## config.mk

```make
export PLATFORM = sky130hd
export DESIGN_NAME = bcd_to_bin_seq
export DESIGN_NICKNAME = d
export VERILOG_FILES = /design/src/rtl/bcd_to_bin_seq.sv
export SDC_FILE = /design/constraint.sdc
export NUM_CORES = 1
export LEC_CHECK = 0
export ABC_AREA = 1
export CAP_MARGIN = 20
export CORE_UTILIZATION = 25
export CTS_BUF_LIST = sky130_fd_sc_hd__clkbuf_2 sky130_fd_sc_hd__clkbuf_4 sky130_fd_sc_hd__clkbuf_8
export CTS_CLUSTER_SIZE = 12
export DETAILED_ROUTE_END_ITERATION = 8
export HOLD_SLACK_MARGIN = 0.08
export PLACE_DENSITY_LB_ADDON = 0.3
export SLEW_MARGIN = 15
export SYNTH_ARGS = -nofsm -noshare
export SYNTH_HDL_FRONTEND = slang
export SYNTH_SLANG_ARGS = --single-unit
```

## constraint.sdc

```tcl
create_clock -name clk -period 2.9 [get_ports clk]
set_input_delay 0.725 -clock clk [delete_from_list [all_inputs] [get_ports clk]]
set_output_delay 0.725 -clock clk [all_outputs]
set_load 0.005 [all_outputs]
```

## src/rtl/bcd_to_bin_seq.sv

```systemverilog
// Sequential packed-BCD to binary decoder.
// The block accepts one operand of NDIG BCD digits and folds in one digit per
// clock, most significant digit first (acc = acc*10 + digit). It then presents
// the unsigned binary result, or 0 with out_err set if any nibble was above 9.
//
// Handshake: a transfer happens on a rising clk edge where valid and ready are
// both 1. A producer holds valid and its data until that edge. Ready never
// depends combinationally on valid. Here in_ready is high only in IDLE and
// out_valid is high only in HOLD, so at most one operand is in flight.
module bcd_to_bin_seq #(
    parameter int NDIG = 4,
    parameter int BW   = 14
) (
    input  logic              clk,
    input  logic              rst_n,
    input  logic              in_valid,
    output logic              in_ready,
    input  logic [4*NDIG-1:0] in_bcd,
    output logic              out_valid,
    input  logic              out_ready,
    output logic [BW-1:0]     out_bin,
    output logic              out_err,
    output logic [1:0]        dbg_state
);

    localparam int CW = (NDIG > 1) ? $clog2(NDIG) : 1;
    localparam logic [CW-1:0] CNT_LAST = CW'(NDIG - 1);

    typedef enum logic [1:0] {
        IDLE = 2'd0,
        CONV = 2'd1,
        HOLD = 2'd2
    } state_t;

    state_t              state;
    state_t              state_nxt;
    logic [4*NDIG-1:0]   sreg;
    logic [BW-1:0]       acc;
    logic [CW-1:0]       cnt;
    logic                err;

    logic                accept;
    logic                last_digit;
    logic [3:0]          digit;
    logic [BW-1:0]       acc_nxt;
    logic                err_nxt;

    // The FSM state is exported so that checkers can observe it directly.
    assign dbg_state = state;

    // State register; reset aborts any operation in flight.
    always_ff @(posedge clk or negedge rst_n) begin
        if (!rst_n) begin
            state <= IDLE;
        end else begin
            state <= state_nxt;
        end
    end

    // Next-state logic and handshake outputs, decoded from the current state.
    always_comb begin
        state_nxt  = state;
        in_ready   = 1'b0;
        out_valid  = 1'b0;
        accept     = 1'b0;
        last_digit = 1'b0;
        case (state)
            IDLE: begin
                in_ready = 1'b1;
                if (in_valid) begin
                    accept    = 1'b1;
                    state_nxt = CONV;
                end
            end
            CONV: begin
                if (cnt == '0) begin
                    last_digit = 1'b1;
                    state_nxt  = HOLD;
                end
            end
            HOLD: begin
                out_valid = 1'b1;
                if (out_ready) begin
                    state_nxt = IDLE;
                end
            end
            default: begin
                state_nxt = IDLE;
            end
        endcase
    end

    // One accumulation step: acc*10 + d, done as shift-and-add in BW bits.
    // Illegal digits may wrap the sum; that is harmless because the result
    // is forced to 0 whenever the error flag is set.
    always_comb begin
        digit   = sreg[4*NDIG-1 -: 4];
        acc_nxt = (acc << 3) + (acc << 1) + {{(BW-4){1'b0}}, digit};
        err_nxt = err | (digit > 4'd9);
    end

    // Datapath: capture on accept, fold one digit per CONV cycle, and latch
    // the result on the last digit so it stays stable through HOLD.
    always_ff @(posedge clk or negedge rst_n) begin
        if (!rst_n) begin
            sreg    <= '0;
            acc     <= '0;
            cnt     <= '0;
            err     <= 1'b0;
            out_bin <= '0;
            out_err <= 1'b0;
        end else if (accept) begin
            sreg <= in_bcd;
            acc  <= '0;
            cnt  <= CNT_LAST;
            err  <= 1'b0;
        end else if (state == CONV) begin
            sreg <= sreg << 4;
            acc  <= acc_nxt;
            err  <= err_nxt;
            if (last_digit) begin
                out_bin <= err_nxt ? '0 : acc_nxt;
                out_err <= err_nxt;
            end else begin
                cnt <= cnt - 1'b1;
            end
        end
    end

endmodule
```

==> run metrics <==
top post-synthesis cells by count=109 x nand2_1, 51 x inv_1, 49 x dfrtp_1; share of cells above drive strength 1=5.77%; skew final=0.00850 ns; RSZ-0062 raised after global routing=no; drt wl/cell=11.8 um; Area Overhead vs Synth=21.8%; first-pass GRT wire length=10,700 um; final net count=425; critical path arrival=1.56 ns; Yosys warnings=0; total negative slack=0 ns; routed vias=2,273; total gr overflow=0; worst-margin pin slew=0.433 ns; Peak VDD IR=0.000596 V; Synth Area in Simple Gates=24.1%; Hold Buf Count CTS=0; post-synth top area cell=dfrtp_1; mux share of post-synthesis cell area=0%; DRC errors left=0; Max-Cap Viols=0; top cell type's share of synthesized area=43.9%; Starting Density=25.8%; leakage power=1.72 nW; Syn Nets=384; die area=0.0116 sq mm; crit end category=output pin; largest net degree at the start of global routing=23; number of synthesized flops with an enable pin=0; critical path class=reg2out; complex-gate fraction of the synthesized area=9.76%; initial antenna violation count=0; Tmin final=2.29 ns; Final Max Tran Viols=0; Final Cell Area=0.00340 sq mm; required time of the critical path=2.17 ns; status=finished clean; Tot Pwr=3.99 mW; Post CTS Setup Buffer Count=0; XOR/XNOR share of the synthesized area=1.25%; Core Region=0.0108 sq mm; Setup violations, final=0; Yosys cell types=27; drt first pass iters=4; ranking of synthesized cells by area=dfrtp_1 44%, nand2_1 15%, ha_1 10%; port bufs=38; vias in the first global route=2,327; power per cell area=1170 mW/mm^2; Sink Count=49; Die Y=108 um; Syn Inst Count=339; Rows=38; number of vias per cell=4.36; HPWL after DPL=4730 um; TritonCTS Buffers=5; GPL Wtd Cong=0.884; final setup margin=0.612 ns; DP Worst Slack=0.638 ns; Fin. Hold Viols=0; GRT Util Overall=11.8%; Die Wd=108 um; Synth Register Bits=49; Routed WL=6130 um; Main synth FF type=dfrtp_1; post_cts resized=0; CTS tree=done; worst-path maximum fanout=4; H-Tree Depth=2; n_diodes=0; First DRT Iteration DRCs=65; sequential area share after synthesis=43.9%; clk buf depth=2; post-route clock period utilization=78.9%; Clk Latency, worst-skew pair=0.32 ns; synthesized area=0.00279 sq mm; Max Clk Rate=437 MHz; post-synthesis adder-cell area fraction=11.7%; HP Class=in2async; largest family of logic cells by synthesized area=simple AND/OR/NAND/NOR gates; Post-Syn Area per Cell=8.24 sq um; clock transition at the registers of the reported paths=0.10 ns; most common cell in the netlist=nand2_1; area of placed instances=0.00331 sq mm; Post-synth ARST share=100%; clock root buffer=clkbuf_8; Antenna Violating Nets Remaining=0; startpoint types=flip-flop; Ports=39; max_slew headroom=71.1%
==> cells in the final DEF (no fill, tap or decap), types with 3 or more instances in the layout <==
cell type and instances:
a21oi_1 7, clkbuf_8 5, nand3b_1 3, nor2_1 14, o21ai_1 14, o221ai_1 10
nand4_1 3, nand3_1 18, inv_1 51, clkdlybuf4s50_1 37, ha_1 23, o21ai_0 9
inv_2 5, dfrtp_1 49, xor2_1 3, nand2_1 109
==> cell families after synthesis <==
family | after synthesis
buffers and inverters | 62
flip-flops | 49
AND/OR/NAND/NOR | 154
adder cells (fa/ha/maj) | 25
AO/OA/AOI/OAI | 45
XOR/XNOR | 4
==> sequential cells by signal (all words and copies together) (netlist names) <==
name / count
err: 1
out_bin: 14
acc: 13
cnt: 2
out_err: 1
dbg_state: 2
sreg: 16
==> critical path: stages, from the launching register on <==
cell             delay [ns]
dfrtp_1                0.48
nor2_1                 0.23
clkdlybuf4s50_1        0.55
==> stage by stage <==
stage | hold WS (ns) | std cells | util [%]
floorplan | 0.429 | 339 | -
global placement | 0.465 | 513 | 30.6
detailed placement | 0.472 | 513 | 30.6
CTS | 0.333 | 521 | 31.4
global route | 0.350 | 521 | 31.4
finish | 0.335 | 521 | 31.4
==> power by group <==
group,total [mW],internal (mW),switching [mW],leakage [nW]
Combinational,2.39,0.942,1.45,1.06
Clock,0.425,0.172,0.253,0.0445
Sequential,1.18,0.994,0.183,0.622
Total,3.99,2.11,1.88,1.72
==> cell type report <==
type                       count  area, sq um
clock buffer                   5         68.8
clock inverter                 3         21.3
fill                        1196         7440
inverter                      56          210
multi-input combinational    228         1310
sequential                    49         1230
tap                          140          175
timing repair buffer          40          390
==> per-layer routing <==
metal  up-vias  part of all wire (%)  global-route usage, %  wire length, um
li1       1170                     -                      -                -
met4         0                   2.2                   5.09              136
met1      1050                    47                   14.8             2900
met2        43                    47                   19.6             2900
met3        10                   3.1                   2.30              189
met5         -                     0                      0                0
==> worst paths after layout <==
check / from / to / slack (ns) / cells past startpoint
min in group clk: out_bin[10]$_DFFE_PN0P_ / out_bin[10]$_DFFE_PN0P_ / 0.49 / 2
worst min-delay path: rst_n / acc[5]$_DFFE_PN0P_ / 0.33 / 1
max in group asynchronous: rst_n / sreg[12]$_DFFE_PN0P_ / 1.95 / 2
worst max-delay path: dbg_state[1]$_DFFE_PN0P_ / in_ready / 0.61 / 2
worst max register to register: sreg[15]$_DFFE_PN0P_ / out_bin[7]$_DFFE_PN0P_ / 0.63 / 11
worst min register to register: out_bin[10]$_DFFE_PN0P_ / out_bin[10]$_DFFE_PN0P_ / 0.49 / 2
No activity file was read; power rests on OpenSTA's default activity.
